File: config.mk
export PLATFORM = sky130hd
export DESIGN_NAME = pll_div_gen_flat
export DESIGN_NICKNAME = d
export VERILOG_FILES = /design/src/rtl/pll_div_pkg.sv /design/src/rtl/pll_div_gen_if.sv /design/src/rtl/pll_div_chan.sv /design/src/rtl/pll_div_gen.sv /design/src/flat_wrapper.sv
export SDC_FILE = /design/constraint.sdc
export NUM_CORES = 1
export LEC_CHECK = 0
export CORE_MARGIN = 2
export CORE_UTILIZATION = 29
export DETAILED_ROUTE_END_ITERATION = 10
export PLACE_DENSITY = 0.42
export SETUP_SLACK_MARGIN = 0.15
export SKIP_CTS_REPAIR_TIMING = 1
export SYNTH_ARGS = -nofsm -noshare
export SYNTH_HDL_FRONTEND = slang
export SYNTH_SLANG_ARGS = --single-unit
File: constraint.sdc
create_clock -name inclk0 -period 2.5 [get_ports inclk0]
set_clock_uncertainty 0.2 [all_clocks]
set_input_delay 0.5 -clock inclk0 [delete_from_list [all_inputs] [get_ports inclk0]]
set_output_delay 0.5 -clock inclk0 [all_outputs]
set_load 0.01 [all_outputs]
File: src/rtl/pll_div_pkg.sv
// Shared types, defaults and the configuration clamp for the divider clock generator.
package pll_div_pkg;

  // Default channel counter width; the cfg_t fields below are this wide.
  localparam int CNT_W_DFLT    = 8;
  // Reset divide and high-time loaded into every channel.
  localparam int DEF_DIV_DFLT  = 16;
  localparam int DEF_HIGH_DFLT = 8;
  // Stable cycles required after the last config event before locked rises.
  localparam int LOCK_CNT_DFLT = 16;
  // Width of the lock counter.
  localparam int LOCK_W        = 16;

  typedef logic [CNT_W_DFLT-1:0] cnt_t;

  // One channel's programmable timing.
  typedef struct packed {
    cnt_t div;    // period in inclk0 cycles
    cnt_t high;   // cycles the output is high within a period
    cnt_t phase;  // counter value loaded on resync
  } cfg_t;

  // Force a requested configuration into the legal range. The divide is fixed
  // first so that high and phase are limited against the value actually used.
  function automatic cfg_t cfg_clamp(input cfg_t req);
    cfg_t r;
    r = req;
    if (r.div < cnt_t'(2)) r.div = cnt_t'(2);
    if (r.high == '0) r.high = cnt_t'(1);
    if (r.high >= r.div) r.high = r.div - cnt_t'(1);
    if (r.phase >= r.div) r.phase = r.div - cnt_t'(1);
    return r;
  endfunction

endpackage

File: src/rtl/pll_div_gen_if.sv
// Configuration write port of the divider clock generator.
//
// Handshake: a write transfers on a rising inclk0 edge where cfg_valid and
// cfg_ready are both high. The master holds cfg_ch/cfg_div/cfg_high/cfg_phase
// stable while cfg_valid is high and may not withdraw cfg_valid before the
// transfer. cfg_ready is low while any channel holds an unapplied update, so at
// most one update is outstanding. A write to a channel number >= NUM_CH is
// accepted and discarded.
interface pll_div_gen_if #(
  parameter int NUM_CH = 4,
  parameter int CNT_W  = pll_div_pkg::CNT_W_DFLT
);
  localparam int CH_W = (NUM_CH > 1) ? $clog2(NUM_CH) : 1;

  logic             cfg_valid;
  logic             cfg_ready;
  logic [CH_W-1:0]  cfg_ch;
  logic [CNT_W-1:0] cfg_div;
  logic [CNT_W-1:0] cfg_high;
  logic [CNT_W-1:0] cfg_phase;

  modport master (
    output cfg_valid, cfg_ch, cfg_div, cfg_high, cfg_phase,
    input  cfg_ready
  );

  modport slave (
    input  cfg_valid, cfg_ch, cfg_div, cfg_high, cfg_phase,
    output cfg_ready
  );
endinterface

File: src/rtl/pll_div_chan.sv
// One output channel: free-running period counter, active and shadow timing
// registers, wrap-aligned update and registered clock output.
module pll_div_chan
  import pll_div_pkg::*;
#(
  parameter int CNT_W    = CNT_W_DFLT,
  parameter int DEF_DIV  = DEF_DIV_DFLT,
  parameter int DEF_HIGH = DEF_HIGH_DFLT
) (
  input  logic             clk,
  input  logic             rst_n,
  input  logic             wr_en,     // accepted write targets this channel
  input  logic [CNT_W-1:0] wr_div,    // already clamped
  input  logic [CNT_W-1:0] wr_high,
  input  logic [CNT_W-1:0] wr_phase,
  input  logic             resync,
  output logic             clk_out,
  output logic             pending,   // shadow holds an unapplied update
  output logic             apply      // shadow moves to active on this edge
);

  logic [CNT_W-1:0] cnt;
  logic [CNT_W-1:0] div_a, high_a, phase_a;
  logic [CNT_W-1:0] div_s, high_s, phase_s;
  logic             wrap;

  // Last count of the current period; the next period starts at zero.
  assign wrap  = (cnt == div_a - 1'b1);

  // A pending update lands on a period boundary or on resync, never mid-period,
  // so the output never produces a shortened pulse.
  assign apply = pending & (wrap | resync);

  // Counter, timing registers and output flop.
  always_ff @(posedge clk or negedge rst_n) begin
    if (!rst_n) begin
      cnt     <= '0;
      div_a   <= CNT_W'(DEF_DIV);
      high_a  <= CNT_W'(DEF_HIGH);
      phase_a <= '0;
      div_s   <= CNT_W'(DEF_DIV);
      high_s  <= CNT_W'(DEF_HIGH);
      phase_s <= '0;
      pending <= 1'b0;
      clk_out <= 1'b0;
    end else begin
      // Output reflects the period position before this edge.
      clk_out <= (cnt < high_a);

      // Resync jumps to the phase of whichever timing is active afterwards.
      if (resync) begin
        cnt <= apply ? phase_s : phase_a;
      end else if (wrap) begin
        cnt <= '0;
      end else begin
        cnt <= cnt + 1'b1;
      end

      if (apply) begin
        div_a   <= div_s;
        high_a  <= high_s;
        phase_a <= phase_s;
        pending <= 1'b0;
      end

      // A write arrives only while nothing is pending, so it never races apply.
      if (wr_en) begin
        div_s   <= wr_div;
        high_s  <= wr_high;
        phase_s <= wr_phase;
        pending <= 1'b1;
      end
    end
  end

endmodule

File: src/rtl/pll_div_gen.sv
// Multi-channel divider clock generator: config handshake and channel decode,
// resync fan-out to all channels, and the lock indicator.
// areset_n asserts asynchronously; its release is expected to be already
// synchronous to inclk0 (supplied by the upstream reset bridge).
module pll_div_gen
  import pll_div_pkg::*;
#(
  parameter int NUM_CH   = 4,
  parameter int CNT_W    = CNT_W_DFLT,    // must not exceed CNT_W_DFLT
  parameter int LOCK_CNT = LOCK_CNT_DFLT,
  parameter int DEF_DIV  = DEF_DIV_DFLT,
  parameter int DEF_HIGH = DEF_HIGH_DFLT
) (
  input  logic              inclk0,
  input  logic              areset_n,
  pll_div_gen_if.slave      cfg,
  input  logic              resync,
  output logic [NUM_CH-1:0] clk_out,
  output logic              locked
);

  localparam int CH_W = (NUM_CH > 1) ? $clog2(NUM_CH) : 1;

  logic              accept;
  logic [NUM_CH-1:0] wr_en;
  logic [NUM_CH-1:0] pending;
  logic [NUM_CH-1:0] apply;
  cfg_t              raw_cfg;
  cfg_t              clamp_cfg;
  logic [LOCK_W-1:0] lock_cnt;

  assign accept        = cfg.cfg_valid & cfg.cfg_ready;
  assign cfg.cfg_ready = ~|pending;

  // Clamp once at the port so every channel stores only legal timing.
  assign raw_cfg   = '{div: cnt_t'(cfg.cfg_div), high: cnt_t'(cfg.cfg_high),
                       phase: cnt_t'(cfg.cfg_phase)};
  assign clamp_cfg = cfg_clamp(raw_cfg);

  genvar gi;
  generate
    for (gi = 0; gi < NUM_CH; gi++) begin : g_ch
      // Out-of-range channel numbers match no channel and are dropped here.
      assign wr_en[gi] = accept & (cfg.cfg_ch == CH_W'(gi));

      pll_div_chan #(
        .CNT_W    (CNT_W),
        .DEF_DIV  (DEF_DIV),
        .DEF_HIGH (DEF_HIGH)
      ) u_chan (
        .clk      (inclk0),
        .rst_n    (areset_n),
        .wr_en    (wr_en[gi]),
        .wr_div   (clamp_cfg.div[CNT_W-1:0]),
        .wr_high  (clamp_cfg.high[CNT_W-1:0]),
        .wr_phase (clamp_cfg.phase[CNT_W-1:0]),
        .resync   (resync),
        .clk_out  (clk_out[gi]),
        .pending  (pending[gi]),
        .apply    (apply[gi])
      );
    end
  endgenerate

  // Lock counter: restarts on any config event (including discarded writes),
  // otherwise counts up and saturates at LOCK_CNT.
  always_ff @(posedge inclk0 or negedge areset_n) begin
    if (!areset_n) begin
      lock_cnt <= '0;
    end else if (accept | (|apply) | resync) begin
      lock_cnt <= '0;
    end else if (lock_cnt != LOCK_W'(LOCK_CNT)) begin
      lock_cnt <= lock_cnt + 1'b1;
    end
  end

  assign locked = (lock_cnt == LOCK_W'(LOCK_CNT));

endmodule

File: src/flat_wrapper.sv
// flat-port wrapper written by rule: the top's interface ports become plain ports
module pll_div_gen_flat import pll_div_pkg::*;
#(
  parameter int NUM_CH   = 4,
  parameter int CNT_W    = CNT_W_DFLT,                                 
  parameter int LOCK_CNT = LOCK_CNT_DFLT,
  parameter int DEF_DIV  = DEF_DIV_DFLT,
  parameter int DEF_HIGH = DEF_HIGH_DFLT
)
  (inclk0, areset_n, resync, clk_out, locked, cfg_cfg_valid, cfg_cfg_ch, cfg_cfg_div, cfg_cfg_high, cfg_cfg_phase, cfg_cfg_ready);
  pll_div_gen_if #(.NUM_CH(NUM_CH), .CNT_W(CNT_W)) cfg_i ();
  input  logic inclk0;
  input  logic areset_n;
  input  logic resync;
  output logic [NUM_CH-1:0] clk_out;
  output logic locked;
  input wire logic [$bits(cfg_i.cfg_valid)-1:0] cfg_cfg_valid;
  input wire logic [$bits(cfg_i.cfg_ch)-1:0] cfg_cfg_ch;
  input wire logic [$bits(cfg_i.cfg_div)-1:0] cfg_cfg_div;
  input wire logic [$bits(cfg_i.cfg_high)-1:0] cfg_cfg_high;
  input wire logic [$bits(cfg_i.cfg_phase)-1:0] cfg_cfg_phase;
  output wire logic [$bits(cfg_i.cfg_ready)-1:0] cfg_cfg_ready;
  assign cfg_i.cfg_valid = cfg_cfg_valid;
  assign cfg_i.cfg_ch = cfg_cfg_ch;
  assign cfg_i.cfg_div = cfg_cfg_div;
  assign cfg_i.cfg_high = cfg_cfg_high;
  assign cfg_i.cfg_phase = cfg_cfg_phase;
  assign cfg_cfg_ready = cfg_i.cfg_ready;
  pll_div_gen #(.NUM_CH(NUM_CH), .CNT_W(CNT_W), .LOCK_CNT(LOCK_CNT), .DEF_DIV(DEF_DIV), .DEF_HIGH(DEF_HIGH)) u_core (.inclk0(inclk0), .areset_n(areset_n), .cfg(cfg_i), .resync(resync), .clk_out(clk_out), .locked(locked));
endmodule
# Yosys cells after proc, flatten, opt, wreduce, memory -nomap -nowiden
# Cells that the tools add are included.
# totals
ff_bits	248
latchBits	0
ram_bits	0
rom_bits	0
out_inout_bits	6
word_cells	114
n_memories	0
# classes
add_sub_neg	10
multipliers	0
n_div	0
n_lt_le_gt_ge	7
n_eq_ne	9
shift	0
muxes	26
bitwise	15
reduce_logical	10
# ops
operator	n
$mux W8	16
$sub A8 B1 Y8 const B	5
$add A8 B1 Y8 const B	4
$eq A8 B8 Y1	4
$lt A8 B8 Y1	4
$mux W16	2
$add A16 B1 Y16 const B	1
$eq A16 B5 Y1 const B	1
$ge A8 B8 Y1	2
$ne A16 B5 Y1 const B	1
$reduce_bool A2 Y1	5
$and A1 B1 Y1	9
$logic_not A8 Y1	1
$lt A8 B2 Y1 const B	1
$mux W1	8
$reduce_or A4 Y1	2
$or A1 B1 Y1	6
$eq A2 B2 Y1 const B	2
$eq A2 B1 Y1 const B	1
$logic_not A2 Y1	1
$logic_not A1 Y1	1

# Logic depth before layout (Yosys ltp)
# logic_depth
ltp_word	8
ltp_mapped	12

# By module
# From an unflattened synthesis, not the netlist that was laid out.
# unflattened
cells_unflattened	1069
area_unflattened_um2	12976.2
# by_module_without_submodules
mod	instances	cells_each	area_per_inst_um2	seq_area_each_um2
pll_div_chan	4	218	2834.0	1456.4
pll_div_gen	1	197	1640.3	400.4

# Worst setup path before layout
# OpenSTA, ideal clock, no wires.
# synth_timing
path_type	in2reg
from	input port cfg_cfg_div[5]
to	register u_core.g_ch[2].u_chan.high_s[0]
t_arrival_ns	3.147
setup_slack_ns	-0.973
path_stages	12
path_cell_list	nor4_1 -> nand2_1 -> o21ai_1 -> inv_1 -> ha_1 -> nand2b_1 -> a21o_1 -> a21oi_1 -> o21a_1 -> nand2_1 -> clkbuf_1 -> a221o_1
# synth_rtl
item	line_no	source
start: declaration	flat_wrapper.sv:19	input wire logic [$bits(cfg_i.cfg_div)-1:0] cfg_cfg_div;
end signal: assignment	pll_div_chan.sv:42	high_s <= CNT_W'(DEF_HIGH);
end signal: assignment	pll_div_chan.sv:69	high_s <= wr_high;
end: declaration	pll_div_chan.sv:24	logic [CNT_W-1:0] div_s, high_s, phase_s;

# Worst setup path in the final report
# layout_timing
from	register u_core.g_ch[1].u_chan.div_a[1]
to	register u_core.g_ch[1].u_chan.high_a[7]
# layout_via
elab_chain_len	4
# layout_rtl
item	line_no	source
start: declaration	pll_div_chan.sv:23	logic [CNT_W-1:0] div_a, high_a, phase_a;
start signal: assignment	pll_div_chan.sv:38	div_a <= CNT_W'(DEF_DIV);
start signal: assignment	pll_div_chan.sv:60	div_a <= div_s;
$sub A8 B1 Y8	pll_div_chan.sv:28	assign wrap = (cnt == div_a - 1'b1);
$eq A8 B8 Y1	pll_div_chan.sv:28	
$or A1 B1 Y1	pll_div_chan.sv:32	assign apply = pending & (wrap | resync);
$and A1 B1 Y1	pll_div_chan.sv:32	
end signal: assignment	pll_div_chan.sv:39	high_a <= CNT_W'(DEF_HIGH);
end signal: assignment	pll_div_chan.sv:61	high_a <= high_s;
end: declaration	pll_div_chan.sv:23	
# No other way between the ends.
# A chain may end at the register's enable or synchronous reset.

==> impl_metrics.toml <==
[outcome]
status = "finished, violations left"
violations = "setup timing"

[die]
io_pins = 36
core_area_um2 = 48800
die_w_um = 226
dieArea_um2 = 51200
num_rows = 81
initial_utilization_pct = 29.3
die_y_um = 226

[drt]
ant_nets = 0
routed-via-count = 12564
drt_iter0_drc = 954
dr.pass1.iters = 7
routed_wl_um = 50200
drt-wirelength-per-cell_um = 20.9
drcViolationCount = 0
via_per_inst = 5.24

[flow_run]
max_cap_violations = 0

[worst_setup_path]
endpoint_kind = "register"
crit_fanout = 16
required_ps = 2710
cp-start-kind = "register"
critPathArrivalTime_ps = 2830
path_class = "register to register"

[logic_synthesis]
synthCells = 1518
ys.flop_type = "dfrtp_1"
yosysWarnings = 0
post_synth.cell_area_avg_um2 = 9.44
synth_nets = 1603
synth_top_area_cell = "dfrtp_1"
synth_top_area_share_pct = 40.5
ys_seq_area_share_pct = 43.5
async_reset_ff_share_pct = 100
post_synth_num_cell_types = 67
synth_edf_count = 0
synthesis.area_um2 = 14300
synth_area_leaders = "dfrtp_1, nand2_1, ha_1, mux2_2, nand3_1"
ys_ff_latch = 248

[final_layout]
areaGrowthSynthToFinish_pct = 37.2
nNetsFinal = 1789
post-route-cell-area_um2 = 19700
drive_above_1_share_pct = 27.7
fin_cells = 2397

[placed_design]
dpl.hpwl_um = 33200
dpl.cell_count = 2275
gp_congestion = 0.819
post_dp_cell_area_um2 = 16800
portBuffers = 35

[sta]
max_freq_ghz = 0.382
relSlewSlack_pct = 52.3
hold_viol = 0
fin_crit_sh_pct = 105
setup_viol = 106
rsz0062_at_grt = "true"
worst_pin_slew_ps = 713
min_period_ps = 2620
slew_viol_final = 0
fin_ws_ps = -121

[pwr]
power.leakage_uw = 0.00838
power_density_nw_per_um2 = 985
total_power_uw = 19400
peakVddDrop_uv = 596

[clock_tree]
cts.clk_slew.worst_paths_ps = 60
cts_sinks = 248
h-tree-depth = 2
clkLatencyLatePin_ps = 540
clockBufferDepth = 3
numCtsBuffers = 34
root_buffer = "clkbuf_16"
tritoncts = "built"

[grt]
grt_pass1_wl_um = 74000
gr-usage-all-layers_pct = 18.8
first_global_vias = 12206
grt_max_degree = 53
overflow = 0
antenna_found_initial = 3

[hold_path]
hp-class = "primary input to async pin"
==> state kept, by name, summed over array words and instances (netlist names) <==
name and cells:
u_core.g_ch.u_chan.div_a 32, u_core.lock_cnt 16, u_core.g_ch.u_chan.cnt 32, u_core.g_ch.u_chan.phase_a 32, u_core.g_ch.u_chan.clk_out 4, u_core.g_ch.u_chan.high_s 32, u_core.g_ch.u_chan.pending 4, u_core.g_ch.u_chan.high_a 32
u_core.g_ch.u_chan.phase_s 32, u_core.g_ch.u_chan.div_s 32
==> path summary, 6_finish.rpt <==
path | start | to | slack [ps] | cells after the start
min in group inclk0 | cfg_cfg_high[4] | u_core.g_ch[2].u_chan.high_s[4] | 280 | 4
max in group asynchronous | areset_n | u_core.g_ch[0].u_chan.high_a[1] | 1050 | 4
max | u_core.g_ch[1].u_chan.div_a[1] | u_core.g_ch[1].u_chan.high_a[7] | -120 | 7
min reg2reg | u_core.g_ch[0].u_chan.div_s[1] | u_core.g_ch[0].u_chan.div_s[1] | 280 | 2
max reg2reg | u_core.g_ch[1].u_chan.div_a[1] | u_core.g_ch[1].u_chan.high_a[7] | -120 | 7
min | areset_n | u_core.g_ch[1].u_chan.cnt[3] | 250 | 2
==> critical path, cell delays in order (launching register included) <==
cell,delay (ps)
dfrtp_1,410
or4_4,550
a2111o_1,310
nand2_1,80
o2111ai_2,150
a21oi_4,250
buf_12,210
mux2_4,310
==> layout by cell type (no fill, tap or decap), types with 24 or more instances in the layout <==
cell,Yosys,routed
nor2_1,67,63
a221o_1,42,42
xor2_1,33,33
a222oi_1,34,34
mux2_4,1,24
nand4_1,34,34
or3_1,52,46
nand3_1,96,91
o21ai_0,49,43
buf_4,6,146
dfrtp_1,232,232
buf_12,0,31
inv_1,61,54
nor2b_1,46,46
mux2_2,46,25
nand2_1,203,199
ha_1,55,48
clkbuf_16,0,52
nor3_1,62,60
xnor2_1,50,46
==> where the power goes <==
part	switching, µW	internal, µW	total [µW]
clock network	1960	3420	5370
logic	3340	3780	7120
registers	1440	5430	6870
==> cell usage after synthesis, drive strengths merged (28+ instances only) <==
cell,count
a221o,42
nand3,96
clkbuf,75
nand4,34
nor3,62
a21oi,28
or3,52
inv,62
ha,55
nor2b,46
dfrtp,232
nor2,67
a222oi,34
xor2,33
nand2,203
xnor2,50
buf,33
o21ai,54
mux2,49
==> per-layer routing <==
layer  wire length, µm  global-route usage, %
met1             23800                   26.9
met2             22900                   28.9
met3              2270                   3.43
met4              1160                   5.41
met5                 0                      0
==> kinds of logic (layout without fill, tap and decap cells) <==
logic type      Yosys count  count (layout)  synth area share (%)
simple gates            617             619                  21.5
flops                   248             248                  43.5
buf+inv                 171             379                  5.09
mux                      64              64                  4.93
xor+xnor                 83              83                  5.07
compound gates          279             281                  15.1
other cells               0               3                     0
fa+ha+maj                56              56                  4.87
==> cell type report <==
class / instances / area (µm²)
fillers: 4863 / 29200
multi-input cells: 1103 / 8350
flip-flops and latches: 248 / 6230
repair buffers: 254 / 2780
clock buffers: 52 / 1050
well taps: 664 / 831
inverters: 63 / 236
clock inverters: 10 / 175
diodes: 3 / 7.51
==> through the flow <==
step                utilization [%]  hold slack (ps)  setup WS (ps)  setup TNS (ps)
floorplan                         -             4.41           -512          -26170
global placement               34.5              218           -931          -63630
detailed placement             34.5              216          -1010          -67240
CTS                            37.0             -363           -438          -33640
global route                   40.2              273           -226          -22200
finish                         40.2              250           -121           -6020
No activity file was read; power rests on OpenSTA's default activity.
